**src/rtl/input_overlay_compositor.sv**
```systemverilog
// Layer compositor (priority, colour key, window, cut-out) plus frame-latched, stretched button display.
// Latency: 2 clk pixel inputs -> overlay_on/rgb_data; col/row combinational; buttons_disp updates on frame_start only.
// No backpressure: one pixel per clk. Define INPUT_OVERLAY_SWAP_RB_EN to swap top/bottom colour fields (BGR ROMs).
module input_overlay_compositor #(
    parameter int                    NUM_LAYERS   = 4,
    parameter int                    COLOR_W      = 12,
    parameter logic [COLOR_W-1:0]    KEY_COLOR    = 12'h000,
    parameter logic [NUM_LAYERS-1:0] KEY_MASK     = 4'b1000,
    parameter logic [NUM_LAYERS-1:0] REGION_MASK  = 4'b1000,
    parameter int                    WIN_W        = 584,
    parameter int                    WIN_H        = 167,
    parameter int                    ORIGIN_X_DEF = 28,
    parameter int                    ORIGIN_Y_DEF = 156,
    parameter int                    NUM_BUTTONS  = 12,
    parameter int                    HOLD_FRAMES  = 8
) (
    input  logic                          clk,
    input  logic                          reset_n,
    input  logic [9:0]                    x,
    input  logic [9:0]                    y,
    input  logic                          frame_start,
    input  logic [9:0]                    origin_x_in,
    input  logic [9:0]                    origin_y_in,
    input  logic                          origin_load,
    input  logic                          cut,
    input  logic [NUM_LAYERS-1:0]         layer_on,
    input  logic [NUM_LAYERS*COLOR_W-1:0] layer_rgb,
    input  logic [NUM_BUTTONS-1:0]        buttons_raw,
    output logic [9:0]                    col,
    output logic [9:0]                    row,
    output logic [NUM_BUTTONS-1:0]        buttons_disp,
    output logic                          overlay_on,
    output logic [COLOR_W-1:0]            rgb_data
);
    localparam int         F_W    = COLOR_W / 3;
    localparam int         CNT_W  = $clog2(HOLD_FRAMES + 1);
    localparam logic [9:0] OX_DEF = 10'(ORIGIN_X_DEF);
    localparam logic [9:0] OY_DEF = 10'(ORIGIN_Y_DEF);

    logic [9:0]             ox_q, ox_d, oy_q, oy_d;
    logic [9:0]             sx_q, sx_d, sy_q, sy_d;
    logic                   pend_q, pend_d;
    logic                   hit_q, hit_d;
    logic [COLOR_W-1:0]     pix_q, pix_d;
    logic                   overlay_on_q, overlay_on_d;
    logic [COLOR_W-1:0]     rgb_data_q, rgb_data_d;
    logic [CNT_W-1:0]       cnt_q [NUM_BUTTONS];
    logic [CNT_W-1:0]       cnt_d [NUM_BUTTONS];
    logic [NUM_BUTTONS-1:0] buttons_disp_q, buttons_disp_d;
    logic                   in_win;
    logic [NUM_LAYERS-1:0]  vis;

    assign col = x - ox_q;
    assign row = y - oy_q;

    // 11-bit compares so a window touching the 1024 edge never wraps.
    assign in_win = ({1'b0, x} >= {1'b0, ox_q}) && ({1'b0, x} < ({1'b0, ox_q} + 11'(WIN_W))) &&
                    ({1'b0, y} >= {1'b0, oy_q}) && ({1'b0, y} < ({1'b0, oy_q} + 11'(WIN_H)));

    // The shadow only reaches the active origin on a frame boundary so a frame never tears.
    always_comb begin
        sx_d   = sx_q;
        sy_d   = sy_q;
        pend_d = pend_q;
        ox_d   = ox_q;
        oy_d   = oy_q;
        if (origin_load) begin
            sx_d   = origin_x_in;
            sy_d   = origin_y_in;
            pend_d = 1'b1;
        end
        if (frame_start && (origin_load || pend_q)) begin
            ox_d   = origin_load ? origin_x_in : sx_q;
            oy_d   = origin_load ? origin_y_in : sy_q;
            pend_d = 1'b0;
        end
    end

    always_comb begin
        for (int i = 0; i < NUM_LAYERS; i++) begin
            vis[i] = layer_on[i] && !cut &&
                     !(KEY_MASK[i] && (layer_rgb[i*COLOR_W +: COLOR_W] == KEY_COLOR)) &&
                     !(REGION_MASK[i] && !in_win);
        end
    end

    // Walk from lowest priority upward so the lowest visible index is written last.
    always_comb begin
        hit_d = 1'b0;
        pix_d = '0;
        for (int i = NUM_LAYERS - 1; i >= 0; i--) begin
            if (vis[i]) begin
                hit_d = 1'b1;
                pix_d = layer_rgb[i*COLOR_W +: COLOR_W];
            end
        end
    end

    always_comb begin
        overlay_on_d = hit_q;
`ifdef INPUT_OVERLAY_SWAP_RB_EN
        rgb_data_d   = {pix_q[F_W-1:0], pix_q[2*F_W-1:F_W], pix_q[COLOR_W-1:2*F_W]};
`else
        rgb_data_d   = pix_q;
`endif
    end

    always_comb begin
        for (int i = 0; i < NUM_BUTTONS; i++) begin
            cnt_d[i] = cnt_q[i];
            if (frame_start) begin
                if (buttons_raw[i]) begin
                    cnt_d[i] = CNT_W'(HOLD_FRAMES);
                end else if (cnt_q[i] != '0) begin
                    cnt_d[i] = cnt_q[i] - CNT_W'(1);
                end
            end
            buttons_disp_d[i] = (cnt_d[i] != '0);
        end
    end

    always_ff @(posedge clk) begin
        if (!reset_n) begin
            ox_q           <= OX_DEF;
            oy_q           <= OY_DEF;
            sx_q           <= OX_DEF;
            sy_q           <= OY_DEF;
            pend_q         <= 1'b0;
            hit_q          <= 1'b0;
            pix_q          <= '0;
            overlay_on_q   <= 1'b0;
            rgb_data_q     <= '0;
            buttons_disp_q <= '0;
            for (int i = 0; i < NUM_BUTTONS; i++) begin
                cnt_q[i] <= '0;
            end
        end else begin
            ox_q           <= ox_d;
            oy_q           <= oy_d;
            sx_q           <= sx_d;
            sy_q           <= sy_d;
            pend_q         <= pend_d;
            hit_q          <= hit_d;
            pix_q          <= pix_d;
            overlay_on_q   <= overlay_on_d;
            rgb_data_q     <= rgb_data_d;
            buttons_disp_q <= buttons_disp_d;
            for (int i = 0; i < NUM_BUTTONS; i++) begin
                cnt_q[i] <= cnt_d[i];
            end
        end
    end

    assign overlay_on   = overlay_on_q;
    assign rgb_data     = rgb_data_q;
    assign buttons_disp = buttons_disp_q;

endmodule

```
**config.mk**
```make
export PLATFORM = sky130hd
export DESIGN_NAME = input_overlay_compositor
export DESIGN_NICKNAME = d
export VERILOG_FILES = /design/src/rtl/input_overlay_compositor.sv
export SDC_FILE = /design/constraint.sdc
export NUM_CORES = 1
export LEC_CHECK = 0
export ABC_AREA = 1
export CAP_MARGIN = 20
export CORE_MARGIN = 2
export CORE_UTILIZATION = 50
export DETAILED_ROUTE_END_ITERATION = 10
export GPL_ROUTABILITY_DRIVEN = 0
export PLACE_DENSITY = 0.85
export SLEW_MARGIN = 10
export SYNTH_ARGS = -nofsm -noshare
export SYNTH_HDL_FRONTEND = slang
export SYNTH_SLANG_ARGS = --single-unit
```
**constraint.sdc**
```tcl
create_clock -name clk -period 3.3 [get_ports clk]
set_clock_uncertainty 0.05 [all_clocks]
set_input_delay 0.33 -clock clk [delete_from_list [all_inputs] [get_ports clk]]
set_output_delay 0.33 -clock clk [all_outputs]
set_load 0.02 [all_outputs]
```
==> results.md <==
| Step | Item | Value |
| --- | --- | --- |
| run status | Status | completed |
| sta | Total negative slack for setup checks | 0 ps |
| sta | Actual slew at the worst max-slew pin | 862 ps |
| yosys | Top cells by area, synth | sky130_fd_sc_hd__dfxtp_1 35%, sky130_fd_sc_hd__nand2_1 12%, sky130_fd_sc_hd__ha_1 8.7%, sky130_fd_sc_hd__inv_1 8.4%, sky130_fd_sc_hd__nor2_1 6.1% |
| global routing | Vias in the first global route | 6668 |
| detailed routing | Avg Vias per Cell | 5.05 |
| clock tree | CTS H-tree lvls | 4 |
| layout | Area Overhead vs Synth | 32.3% |
| yosys | Yosys cell types | 36 |
| global routing | Number of antenna violations at the first check in global routing | 0 |
| sta | Unrepaired setup endpoints after global routing | no |
| yosys | Most instantiated cells after synthesis | 236 x sky130_fd_sc_hd__nand2_1, 164 x sky130_fd_sc_hd__inv_1, 127 x sky130_fd_sc_hd__dfxtp_1, 118 x sky130_fd_sc_hd__nor2_1, 51 x sky130_fd_sc_hd__ha_1 |
| yosys | Library cell with the highest instance count after synthesis | sky130_fd_sc_hd__nand2_1 |
| yosys | Proportion of netlist area held by the largest area contributor | 34.8% |
| setup path | Critical Path Most Common Cell | sky130_fd_sc_hd__nand2_1 |
| layout | Antenna cells | 0 |
| detailed routing | Total iterations of the first detailed-routing run | 5 |
| floorplanning | Io pins | 154 |
| setup path | Buffers and inverters on the worst path | 2 |
| detailed routing | Starting DRT DRC Count | 376 |
| yosys | Syn Std Cell Area | 7300 um2 |
| sta | Worst relative slew slack | 42.4% |
| power | P per Cell Area | 534 nW/um2 |
| yosys | Net count after synthesis | 1195 |
| min path | Class of the tightest hold or removal check | reg2reg |
| setup path | Worst setup SP type | register |
| floorplanning | Die H | 125 um |
| detailed routing | Number of antenna-violating nets in the routed design | 0 |
| floorplanning | Horizontal die dimension | 125 um |
| setup path | Largest stage delay, worst path | 610 ps |
| detailed routing | Routed len/inst | 12.9 um |
| setup path | Cell type of the slowest stage on the worst timing path | sky130_fd_sc_hd__clkdlybuf4s50_1 |
| detailed routing | Remaining DRCs | 0 |
| global routing | GRT Overall Usage | 23.1% |
| yosys | Syn Area/Cell | 7.07 um2 |
| sta | Fmax achieved | 328 MHz |
| clock tree | Number of clock sinks | 127 |
| layout | Layout net count | 1345 |
| detailed routing | Vias | 6969 |
| setup path | CP top delay family | buffers and inverters |
| floorplanning | Area inside the core boundary | 14400 um2 |
| setup path | Highest net fanout along the worst path | 6 |
| yosys | Proportion of synthesized flip-flops having asynchronous set or reset | 0% |
| yosys | Flip-flop and latch count after synthesis | 127 |
| detailed routing | Aggregate routed wire length | 17800 um |
| yosys | Yosys warnings | 0 |
| clock tree | CTS Buf Count | 17 |
| global routing | Largest net degree at the start of global routing | 41 |
| setup path | Sequence of cells on the critical path | inv_1 > ha_1 > nand2_1 > nand2_1 > nand2_1 > nand2_1 > a21oi_1 > nor2_1 > nor2_1 > xor2_1 > clkdlybuf4s50_1 |
| yosys | EDFF count, synth | 0 |
| placement | Number of buffer cells added on primary ports | 153 |
| global routing | Global-route wire length before repair | 29800 um |
| yosys | Synth Instances | 1033 |
| sta | Pins Over Slew Limit | 0 |
| power | Peak supply drop | 0.415 mV |
| yosys | Most used flip-flop cell after synthesis | sky130_fd_sc_hd__dfxtp_1 |
| layout | Ratio of cells with drive above 1 in the final layout | 7.45% |
| clock tree | Clock buffer depth | 2 |
| clock tree | Clock Pin Slew Worst Setup and Hold Paths | 60 ps |
| setup path | Data arrival, critical path | 2670 ps |
| yosys | Post-synthesis cell type with the largest combined area | sky130_fd_sc_hd__dfxtp_1 |
| clock tree | Clock tree from TritonCTS | built |
| sta | Share of the clock period used by the worst path after layout | 92.3% |
| job | Count of max-cap constraint violations | 0 |
| power | Total leakage power | 4.57 nW |
| clock tree | Clk Tree Root Cell | sky130_fd_sc_hd__clkbuf_16 |
| setup path | Critical path type | reg2out |
| yosys | Sequential element share of the synthesized area | 34.8% |
| placement | Detailed placer's ending HPWL | 13200 um |
| clock tree | Post-CTS setup buffer count | 0 |
| global routing | Grt ovf | 0 |
| floorplanning | Effective utilization at floorplan | 50.6% |
| setup path | Data required time of the critical path | 2920 ps |
| sta | Total setup violations reported at the end of the flow | 0 |
| layout | Core occupancy in the finished layout | 67.0% |
| floorplanning | Std cell rows | 44 |
| sta | Tmin final | 3050 ps |
| setup path | Capturing element type of the critical path | primary output |
| floorplanning | Die area | 15600 um2 |
| clock tree | Clock latency on the worst-skew pair | 410 ps |
| sta | Final hold viol count | 0 |
sequential cells by signal, indices dropped and copies added (netlist names):
signal / flops
hit_q: 1
sy_q: 10
cnt_q: 48
oy_q: 10
pix_q: 12
rgb_data: 12
overlay_on: 1
buttons_disp: 12
sx_q: 10
pend_q: 1
ox_q: 10
metrics by stage:
step	setup slack [ps]	power (mW)	instance area [um2]	std cells	hold slack (ps)
floorplan	908	2.69	7300	1033	340
global placement	118	3.15	9020	1348	341
detailed placement	83.7	3.20	9020	1348	348
CTS	64.6	5.19	9650	1379	363
global route	41.3	5.45	9660	1379	384
finish	254	5.16	9660	1379	361
layout by cell type, fill, tap and decap left out, types with 14 or more instances in the layout:
cell / Yosys / routed
sky130_fd_sc_hd__o211ai_1: 18 / 18
sky130_fd_sc_hd__xnor2_1: 24 / 24
sky130_fd_sc_hd__clkbuf_16: 0 / 17
sky130_fd_sc_hd__dfxtp_1: 127 / 127
sky130_fd_sc_hd__nand3_1: 40 / 40
sky130_fd_sc_hd__inv_1: 164 / 163
sky130_fd_sc_hd__a21oi_1: 44 / 43
sky130_fd_sc_hd__nand2_1: 236 / 236
sky130_fd_sc_hd__ha_1: 51 / 51
sky130_fd_sc_hd__or2_2: 14 / 14
sky130_fd_sc_hd__nor2_1: 118 / 117
sky130_fd_sc_hd__xor2_1: 17 / 17
sky130_fd_sc_hd__clkdlybuf4s50_1: 0 / 150
sky130_fd_sc_hd__o21ai_0: 32 / 30
worst reg2reg max path, cell delays in order, from the launching register on:
cell and delay, ps:
sky130_fd_sc_hd__dfxtp_1 400, sky130_fd_sc_hd__inv_1 100, sky130_fd_sc_hd__ha_1 230, sky130_fd_sc_hd__nand2_2 90
sky130_fd_sc_hd__nand3_2 80, sky130_fd_sc_hd__nand2_2 100, sky130_fd_sc_hd__xor2_1 150, sky130_fd_sc_hd__ha_1 260
sky130_fd_sc_hd__a21o_1 190, sky130_fd_sc_hd__nor2_1 90, sky130_fd_sc_hd__nand2_1 60, sky130_fd_sc_hd__nand2_1 60
sky130_fd_sc_hd__nand2_1 50, sky130_fd_sc_hd__nand2_1 60, sky130_fd_sc_hd__nand2_1 80, sky130_fd_sc_hd__nor2_2 100
sky130_fd_sc_hd__buf_4 230, sky130_fd_sc_hd__nand2_2 60, sky130_fd_sc_hd__nand2_1 110, sky130_fd_sc_hd__nand2_1 80
sky130_fd_sc_hd__a21oi_2 110
layout make-up:
type                    instances  area (um2)
flip-flops and latches        127        2540
clock buffers                  19         443
repair buffers                163        1630
multi-input cells             706        4000
fillers                      1200        4770
clock inverters                12         183
inverters                     168         631
well taps                     184         230
power breakdown:
group          switching, mW  internal, mW  total (mW)
Combinational          0.778         0.654        1.43
Clock                  0.689          1.29        1.98
Sequential            0.0766          1.68        1.75
Total                   1.54          3.62        5.16
per-layer routing:
metal,GRT usage [%],wire length [um]
met1,26.4,7560
met2,40.6,8600
met3,6.79,1090
met4,9.22,521
met5,0,0
path summary, 6_finish.rpt:
check                           startpoint           to  slack (ps)  cells after the start
worst min register to register    pix_q[5]  rgb_data[5]         360                      2
worst max-delay path               ox_q[3]       col[8]         250                     11
worst max register to register     oy_q[1]     pix_q[2]         490                     20
worst min-delay path              pix_q[5]  rgb_data[5]         360                      2
kinds of logic after synthesis:
family                     after synthesis  share of synthesized area, %
buffers and inverters                  200                          10.4
xor gates and xnor gates                41                          4.92
muxes                                   13                          1.78
DFF                                    127                          34.8
and+or+nand+nor                        453                          26.1
AOI/OAI and AO/OA                      146                          12.6
adders and majority gates               53                          9.29
timing repair:
action / in CTS / in global routing
hold buffers: 0 / 0
gates resized for setup: 0 / 6
setup endpoints to repair: 0 / 3
Power figures use the tool's default switching activity.
